`config.mk`:
```
export PLATFORM = sky130hd
export DESIGN_NAME = selector_casillas_core
export DESIGN_NICKNAME = d
export VERILOG_FILES = /design/src/rtl/selector_casillas_core.sv
export SDC_FILE = /design/constraint.sdc
export NUM_CORES = 1
export LEC_CHECK = 0
export ABC_AREA = 0
export BUFFER_PORTS_ARGS = -buffer_cell sky130_fd_sc_hd__buf_4
export CAP_MARGIN = 40
export CORE_AREA = 2 2 69 71
export DETAILED_ROUTE_END_ITERATION = 7
export DIE_AREA = 0 0 71 73
export PLACE_DENSITY = 0.77
export RECOVER_POWER = 100
export SYNTH_ARGS = -nofsm -noshare
export SYNTH_HDL_FRONTEND = slang
export SYNTH_SLANG_ARGS = --single-unit
```
`constraint.sdc`:
```
create_clock -name clk -period 3.9 [get_ports clk]
set_clock_uncertainty 0.2 [all_clocks]
set_input_delay 0.39 -clock clk [delete_from_list [all_inputs] [get_ports clk]]
set_output_delay 0.39 -clock clk [all_outputs]
set_load 0.01 [all_outputs]
```
`src/rtl/selector_casillas_core.sv`:
```
// Cursor and cell-selection core for the 3x3 "gato" board: edge-detected buttons, cell store, move strobes.
// Optional build macro CURSOR_WRAP_EN makes cursor moves wrap within the row/column instead of saturating.
module selector_casillas_core #(
    parameter int START_CELL = 5
) (
    input  logic       clk,
    input  logic       rst_n,
    input  logic       boton_arriba,
    input  logic       boton_abajo,
    input  logic       boton_izq,
    input  logic       boton_der,
    input  logic       boton_elige,
    input  logic       turno_p1,
    input  logic       turno_p2,
    output logic [1:0] guarda_c1,
    output logic [1:0] guarda_c2,
    output logic [1:0] guarda_c3,
    output logic [1:0] guarda_c4,
    output logic [1:0] guarda_c5,
    output logic [1:0] guarda_c6,
    output logic [1:0] guarda_c7,
    output logic [1:0] guarda_c8,
    output logic [1:0] guarda_c9,
    output logic       p1_mm,
    output logic       p2_mm,
    output logic [3:0] cuadro,
    output logic [3:0] circulo,
    output logic [3:0] equis
);

    localparam logic [3:0] START_C = 4'(START_CELL);
    localparam logic [1:0] CELL_EMPTY = 2'b00;
    localparam logic [1:0] CELL_P1    = 2'b01;
    localparam logic [1:0] CELL_P2    = 2'b10;

    // Column (0..2) of a zero-based cell index.
    function automatic logic [1:0] col_of(input logic [3:0] idx);
        logic [1:0] c;
        case (idx)
            4'd0, 4'd3, 4'd6: c = 2'd0;
            4'd1, 4'd4, 4'd7: c = 2'd1;
            default:          c = 2'd2;
        endcase
        return c;
    endfunction

    function automatic logic [3:0] move_up(input logic [3:0] idx);
        logic [3:0] r;
        if (idx >= 4'd3) begin
            r = idx - 4'd3;
        end else begin
`ifdef CURSOR_WRAP_EN
            r = idx + 4'd6;
`else
            r = idx;
`endif
        end
        return r;
    endfunction

    function automatic logic [3:0] move_down(input logic [3:0] idx);
        logic [3:0] r;
        if (idx < 4'd6) begin
            r = idx + 4'd3;
        end else begin
`ifdef CURSOR_WRAP_EN
            r = idx - 4'd6;
`else
            r = idx;
`endif
        end
        return r;
    endfunction

    function automatic logic [3:0] move_left(input logic [3:0] idx);
        logic [3:0] r;
        if (col_of(idx) != 2'd0) begin
            r = idx - 4'd1;
        end else begin
`ifdef CURSOR_WRAP_EN
            r = idx + 4'd2;
`else
            r = idx;
`endif
        end
        return r;
    endfunction

    function automatic logic [3:0] move_right(input logic [3:0] idx);
        logic [3:0] r;
        if (col_of(idx) != 2'd2) begin
            r = idx + 4'd1;
        end else begin
`ifdef CURSOR_WRAP_EN
            r = idx - 4'd2;
`else
            r = idx;
`endif
        end
        return r;
    endfunction

    // Button vector order doubles as priority order: elige, arriba, abajo, izq, der.
    logic [4:0] btn_s;
    logic [4:0] btn_prev_r;
    logic [4:0] evt_s;
    logic [3:0] idx_s;
    logic [1:0] cells_r  [9];
    logic [1:0] cells_nx_s [9];
    logic [3:0] cuadro_r, cuadro_nx_s;
    logic [3:0] circulo_r, circulo_nx_s;
    logic [3:0] equis_r, equis_nx_s;
    logic       p1_mm_r, p1_mm_nx_s;
    logic       p2_mm_r, p2_mm_nx_s;

    assign btn_s = {boton_elige, boton_arriba, boton_abajo, boton_izq, boton_der};
    assign evt_s = btn_s & ~btn_prev_r;
    assign idx_s = cuadro_r - 4'd1;

    // Next-state: elige wins over every move; moves resolved in fixed priority.
    always_comb begin
        cells_nx_s   = cells_r;
        cuadro_nx_s  = cuadro_r;
        circulo_nx_s = circulo_r;
        equis_nx_s   = equis_r;
        p1_mm_nx_s   = 1'b0;
        p2_mm_nx_s   = 1'b0;
        if (evt_s[4]) begin
            if (cells_r[idx_s] == CELL_EMPTY && turno_p1 && !turno_p2) begin
                cells_nx_s[idx_s] = CELL_P1;
                circulo_nx_s      = cuadro_r;
                p1_mm_nx_s        = 1'b1;
            end else if (cells_r[idx_s] == CELL_EMPTY && turno_p2 && !turno_p1) begin
                cells_nx_s[idx_s] = CELL_P2;
                equis_nx_s        = cuadro_r;
                p2_mm_nx_s        = 1'b1;
            end else begin
                cells_nx_s[idx_s] = cells_r[idx_s];
            end
        end else if (evt_s[3]) begin
            cuadro_nx_s = move_up(idx_s) + 4'd1;
        end else if (evt_s[2]) begin
            cuadro_nx_s = move_down(idx_s) + 4'd1;
        end else if (evt_s[1]) begin
            cuadro_nx_s = move_left(idx_s) + 4'd1;
        end else if (evt_s[0]) begin
            cuadro_nx_s = move_right(idx_s) + 4'd1;
        end else begin
            cuadro_nx_s = cuadro_r;
        end
    end

    // State registers, including the button history used for edge detection.
    always_ff @(posedge clk or negedge rst_n) begin
        if (!rst_n) begin
            btn_prev_r <= 5'b00000;
            cuadro_r   <= START_C;
            circulo_r  <= 4'd0;
            equis_r    <= 4'd0;
            p1_mm_r    <= 1'b0;
            p2_mm_r    <= 1'b0;
            for (int i = 0; i < 9; i++) begin
                cells_r[i] <= CELL_EMPTY;
            end
        end else begin
            btn_prev_r <= btn_s;
            cuadro_r   <= cuadro_nx_s;
            circulo_r  <= circulo_nx_s;
            equis_r    <= equis_nx_s;
            p1_mm_r    <= p1_mm_nx_s;
            p2_mm_r    <= p2_mm_nx_s;
            cells_r    <= cells_nx_s;
        end
    end

    assign guarda_c1 = cells_r[0];
    assign guarda_c2 = cells_r[1];
    assign guarda_c3 = cells_r[2];
    assign guarda_c4 = cells_r[3];
    assign guarda_c5 = cells_r[4];
    assign guarda_c6 = cells_r[5];
    assign guarda_c7 = cells_r[6];
    assign guarda_c8 = cells_r[7];
    assign guarda_c9 = cells_r[8];
    assign p1_mm     = p1_mm_r;
    assign p2_mm     = p2_mm_r;
    assign cuadro    = cuadro_r;
    assign circulo   = circulo_r;
    assign equis     = equis_r;

endmodule

```
After elaboration in Yosys (flattened, before gate mapping) --
Cells that the tools add are included.
Storage, ports and cells: flip-flop bits (word level) 37, bits in latches 0, bits in writable memories 0, bits in read-only memories 0, bits of input ports 9, output and inout bits 32, logic and storage cells 106, memories kept 0
Cells by class: $add $sub $neg 9, multiply operators 0, div/mod/pow operators 0, order comparisons 4, equal/unequal tests 6, shifts and indexed selects 0, mux-type cells 45, bitwise operators 11, reduce and logical (&&, ||, !) cells 16
Operator list (number):
- $mux W4 | 22
- $mux W18 | 2
- $mux W2 | 12
- $add A4 B1 Y4 const B | 5
- $and A9 B9 Y9 | 2
- $bwmux W18 | 1
- $not A9 Y9 | 2
- $or A9 B9 Y9 | 2
- $eq A4 B3 Y1 const B | 3
- $bmux W2 S4 | 1
- $demux W2 S4 | 1
- $sub A4 B1 Y4 const B | 2
- $reduce_or A3 Y1 | 2
- $and A5 B5 Y5 | 1
- $ge A5 B5 Y1 const B | 1
- $logic_and A1 B1 Y1 | 5
- $lt A5 B1 Y1 const B | 1
- $mux W1 | 5
- $not A4 Y5 | 1
- $not A5 Y5 | 1
- $add A4 B2 Y4 const B | 1
- $eq A4 B1 Y1 const B | 1
- $eq A4 B2 Y1 const B | 1
- $ge A4 B2 Y1 const B | 1
- 12 further kinds | 15

Logic depth before layout (Yosys ltp) --
word-level depth 21, gate-level depth with buffers 12, gate-level depth less buffers 10

Worst setup path after synthesis --
OpenSTA, ideal clock, no wires.
kind reg2reg, start reg cuadro_r[0] (netlist: cuadro[0]), end reg cuadro_r[1] (netlist: cuadro[1]), library setup time 0.125 ns, data arrival time 3.020 ns, required time 3.575 ns, setup slack 0.555 ns, cell stages (with the launch flop) 11, path buffers 1, period minus slack after synthesis 3.345 ns, cells stage by stage dfstp_2 > buf_6 > inv_1 > ha_1 > or4b_1 > a311oi_1 > a22o_1 > nand2_1 > a32o_1 > ha_1 > mux2_2
On the way: word-level cells in the longest chain between the ends 21, elaborated cells between the ends (all ways) 53, classes of those cells add/sub (9); order compare (2); eq/ne (6); mux (32); reduce/logical (4)
RTL lines:
- from (decl) | line 110 | logic [3:0] cuadro_r, cuadro_nx_s;
- from (signal assigned) | line 167 | cuadro_r <= cuadro_nx_s;
- $sub A4 B1 Y4 * | line 118 | assign idx_s = cuadro_r - 4'd1;
- $eq A4 B1 Y1 (tied with other cells) | line 39 | case (idx)
- $reduce_or A3 Y1 | line 39
- $pmux W2 S2 | line 39
- $mux W2 | line 146 | end else if (evt_s[0]) begin
- $mux W2 | line 144 | end else if (evt_s[1]) begin
- $mux W2 | line 142 | end else if (evt_s[2]) begin
- $mux W2 | line 140 | end else if (evt_s[3]) begin
- [... 5 more ...]
- $mux W4 | line 142
- $mux W4 | line 140
- $mux W4 | line 128 | if (evt_s[4]) begin
- $add A4 B1 Y4 | line 147 | cuadro_nx_s = move_right(idx_s) + 4'd1;
- $mux W4 | line 146
- $mux W4 | line 144
- $mux W4 | line 142
- $mux W4 * | line 140
Every way passes the cells marked *; elsewhere a longest branch is shown, timed or not. The select of a mux whose other input is x is not followed. A chain may end at the register's enable or synchronous reset.

Final worst setup path --
start reg cuadro_r[0] (netlist: cuadro[0]), end reg cells_r (netlist bit guarda_c3[0])
On the way: word-level cells in the longest chain between the ends 10, elaborated cells between the ends (all ways) 21, classes of those cells add/sub (1); order compare (2); mux (8); bitwise (4); reduce/logical (6)
RTL lines:
- $sub A4 B1 Y4 * | line 118
- $not A4 Y5 (implied by the code) *
- $ge A5 B5 Y1 (implied by the code) (tied with other cells) | line 130, 134, 138
- $logic_and A1 B1 Y1 (implied by the code) / $mux W2 (equally long branches)
- $mux W2, on equally long branches
- $demux W2 S4 / $logic_not A2 Y1 (equally long branches)
- $not A9 Y9 (no source line) / $logic_and A1 B1 Y1 (equally long branches)
- $and A9 B9 Y9 (no source line) / $logic_and A1 B1 Y1 (equally long branches)
- $mux W18 | line 133 | end else if (cells_r[idx_s] == CELL_EMPTY && turno_p2 && !turno_p1) begin
- $mux W18 * | line 129 | if (cells_r[idx_s] == CELL_EMPTY && turno_p1 && !turno_p2) begin
- to (signal assigned) | line 172 | cells_r <= cells_nx_s;
- to (decl) | line 108 | logic [1:0] cells_r [9];
Marks and branches as above.

==> impl_metrics.sql <==
INSERT INTO impl_metrics (metric_group, metric, value, unit) VALUES
('timing', 'setup_slack', '347.5', 'ps'),
('synth', 'synthesis.area', '0.002365', 'mm^2'),
('synth', 'async_flop_share', '100.0', '%'),
('final_layout', 'final_layout_size_suffix_gt1_share', '17.97', '%'),
('critical_path', 'cell_depth_of_the_worst_flop_to_flop_path', '8', ''),
('clock_network', 'postCtsSetupRepairBufs', '0', ''),
('timing', 'final.period_utilization', '91.09', '%'),
('floorplan', 'initial_core_util', '52.14', '%'),
('final_layout', 'final_net_count', '271', ''),
('critical_path', 'endpoint_required_time_on_the_critical_path', '3870', 'ps'),
('critical_path', 'crit_path_end_kind', 'flop', ''),
('hold_path', 'worstHoldPathType', 'primary input to flop', ''),
('final_layout', 'areaGrowthSynthToFinish', '10.79', '%'),
('critical_path', 'timing.setup.critical_path_class', 'flop to flop', ''),
('floorplan', 'floorplan.die.width', '71', 'um'),
('detailed_routing', 'drtIter0Drc', '163', ''),
('detailed_routing', 'post_drt_via_cell_ratio', '5.965', ''),
('power_and_ir_drop', 'p_leak', '1.098', 'nW'),
('synth', 'synthFlopType', 'dfrtp_1', ''),
('flow_run', 'max_cap_violations', '1', ''),
('power_and_ir_drop', 'clkPwrFrac', '11.0', '%'),
('grt', 'grt_start_max_net_pins', '38', ''),
('power_and_ir_drop', 'p_int', '1.299', 'mW'),
('grt', 'grt_first_pass_wirelength', '9328', 'um'),
('timing', 'final-max-slew-violation-count', '38', ''),
('detailed_routing', 'ant_nets', '0', ''),
('power_and_ir_drop', 'power_total', '2.498', 'mW'),
('detailed_routing', 'vias', '1849', ''),
('final_layout', 'fillers', '417', ''),
('final_layout', 'mostFrequentLayoutCell', 'clkbuf_1', ''),
('clock_network', 'cts.reportedPaths.clkPinSlew', '80', 'ps'),
('hold_path', 'hold_path_depth', '1', ''),
('placement', 'port-buffer-count', '40', ''),
('critical_path', 'cp.arrival', '3520', 'ps'),
('power_and_ir_drop', 'share_comb_of_total_power', '60.9', '%'),
('status', 'outcome', 'finished, violations left', ''),
('synth', 'synth-edff-count', '0', ''),
('floorplan', 'die_h', '73', 'um'),
('grt', 'gr-total-overflow', '0', ''),
('placement', 'place_worst_setup_slack', '493.1', 'ps'),
('clock_network', 'clock-root-buffer', 'clkbuf_8', ''),
('floorplan', 'die_area', '0.005183', 'mm^2'),
('floorplan', 'num_io_pins', '41', ''),
('clock_network', 'cts_tree', 'yes', ''),
('final_layout', 'post-route-cell-area', '0.002620', 'mm^2'),
('grt', 'first_global_vias', '1899', ''),
('timing', 'relSlewSlack', '-29.71', '%'),
('synth', 'synth_fp_nets', '232', ''),
('synth', 'synthTopCellsByArea', 'dfrtp_1 37%, mux2_2 8.6%, ha_1 3.2%', ''),
('floorplan', 'core_region_area', '0.004536', 'mm^2'),
('synth', 'syn_avg_cell_area', '10.90', 'um^2'),
('floorplan', 'std_cell_rows', '25', ''),
('placement', 'instance_area_at_placement', '0.002681', 'mm^2'),
('clock_network', 'clkLatencyLatePin', '290', 'ps'),
('placement', 'hpwl', '4126', 'um'),
('detailed_routing', 'drtPass1Iterations', '4', ''),
('power_and_ir_drop', 'reg_power_share', '28.2', '%'),
('status', 'failing_checks', 'capacitance limit, slew limit', ''),
('clock_network', 'maximum_count_of_clock_buffers_along_a_single_path', '2', ''),
('timing', 'final_period_minus_worst_setup_slack', '3553', 'ps'),
('synth', 'yosysWarningCount', '0', ''),
('final_layout', 'layout_common_cells', '36 x clkbuf_1, 35 x dfrtp_1, 19 x nand2_1', ''),
('detailed_routing', 'drt-total-wl', '5526', 'um'),
('power_and_ir_drop', 'sw_frac_of_total', '47.99', '%'),
('timing', 'finalSetupViolations', '0', ''),
('timing', 'fin_worst_hold_slack', '33.71', 'ps'),
('timing', 'grt_setup_unrepaired', 'no', ''),
('grt', 'global_route_usage_over_all_layers', '23.32', '%'),
('detailed_routing', 'routedWlPerCell', '17.83', 'um'),
('synth', 'synth_seq_cells', '37', ''),
('synth', 'yosysTopAreaCellShare', '37.04', '%');
-- critical path, cell delays in order (launching register included) --
cell	delay [ps]
dfstp_2	610
clkbuf_1	570
o31a_1	310
or2_0	480
and3_1	280
o21bai_2	220
nor2_1	100
or2_1	340
mux2_2	310
-- logic make-up (layout without fill, tap and decap cells) --
logic type | count (synthesis) | count (layout) | share of synthesized area [%]
muxes | 34 | 34 | 17.99
DFF | 37 | 37 | 39.26
AOI/OAI and AO/OA | 43 | 43 | 14.60
and+or+nand+nor | 77 | 77 | 18.78
xor gates and xnor gates | 4 | 4 | 2.593
adders and majority gates | 6 | 6 | 3.175
buffers and inverters | 16 | 55 | 3.597
-- flip-flops by register name, indices dropped and copies added (netlist names), 4 cells and up --
register	flops
equis	4
btn_prev_r	5
circulo	4
cuadro	4
-- metrics by stage --
step	utilization [%]	std cells
floorplan	-	217
detailed placement	59.12	302
CTS	61.24	310
finish	57.77	310
global route	57.77	310
global placement	59.12	302
-- area by class of cell --
cell class / count / area [um^2] / share of cell area (%)
Timing Repair Buffer: 43 / 193.9 / 7.402
Clock buffer: 7 / 86.33 / 3.295
Sequential cell: 37 / 928.4 / 35.43
Tap cell: 54 / 67.56 / 2.579
Multi-Input combinational cell: 164 / 1325 / 50.57
Inverter: 5 / 18.77 / 0.7163
-- power by group through the flow --
stage	combinational (mW)	sequential, mW	clock, mW
2_1_floorplan	1.18	0.695	0
3_3_place_gp	1.63	0.709	0
3_5_place_dp	1.64	0.716	0
4_1_cts	1.65	0.710	0.279
5_1_grt	1.66	0.729	0.296
6_report	1.52	0.704	0.274
-- per-layer routing --
| layer | part of all wire (%) | global-route usage, % | wire length, um | up-vias |
|---|---|---|---|---|
| li1 | - | - | - | 881 |
| met1 | 45 | 30.47 | 2479 | 899 |
| met2 | 49 | 39.25 | 2688 | 55 |
| met3 | 4.3 | 4.834 | 237 | 14 |
| met4 | 2.2 | 7.128 | 121 | 0 |
| met5 | 0 | 0 | 0 | - |
-- Yosys cell counts (4+ instances only) --
master and number:
nor2_1 13, mux2_2 18, nand3_1 9, mux2_1 4, mux2_4 4, o21ai_1 6, dfrtp_1 35, o21ai_0 4
ha_1 6, mux2i_1 5, nand2_1 19, inv_1 5, clkbuf_1 5, nand2b_1 6, nor2b_1 6
-- repair_timing --
action	CTS	global route
hold buffers	1	0
gates resized for setup	0	0
hold endpoints to repair	35	0
-- path summary, 6_finish.rpt --
| check | slack, ps | startpoint | end |
|---|---|---|---|
| setup / recovery | 350 | cuadro[0]$_DFFE_PN1P_ | guarda_c3[0]$_DFFE_PN0P_ |
| hold / removal | 30 | boton_der | btn_prev_r[0]$_DFF_PN0_ |
| setup reg to reg | 350 | cuadro[0]$_DFFE_PN1P_ | guarda_c3[0]$_DFFE_PN0P_ |
| hold reg to reg | 300 | circulo[3]$_DFFE_PN0P_ | circulo[3]$_DFFE_PN0P_ |
| max in group asynchronous | 1400 | rst_n | guarda_c9[0]$_DFFE_PN0P_ |
| min in group asynchronous | 980 | rst_n | cuadro[1]$_DFFE_PN0P_ |
No activity file was read; power rests on OpenSTA's default activity.
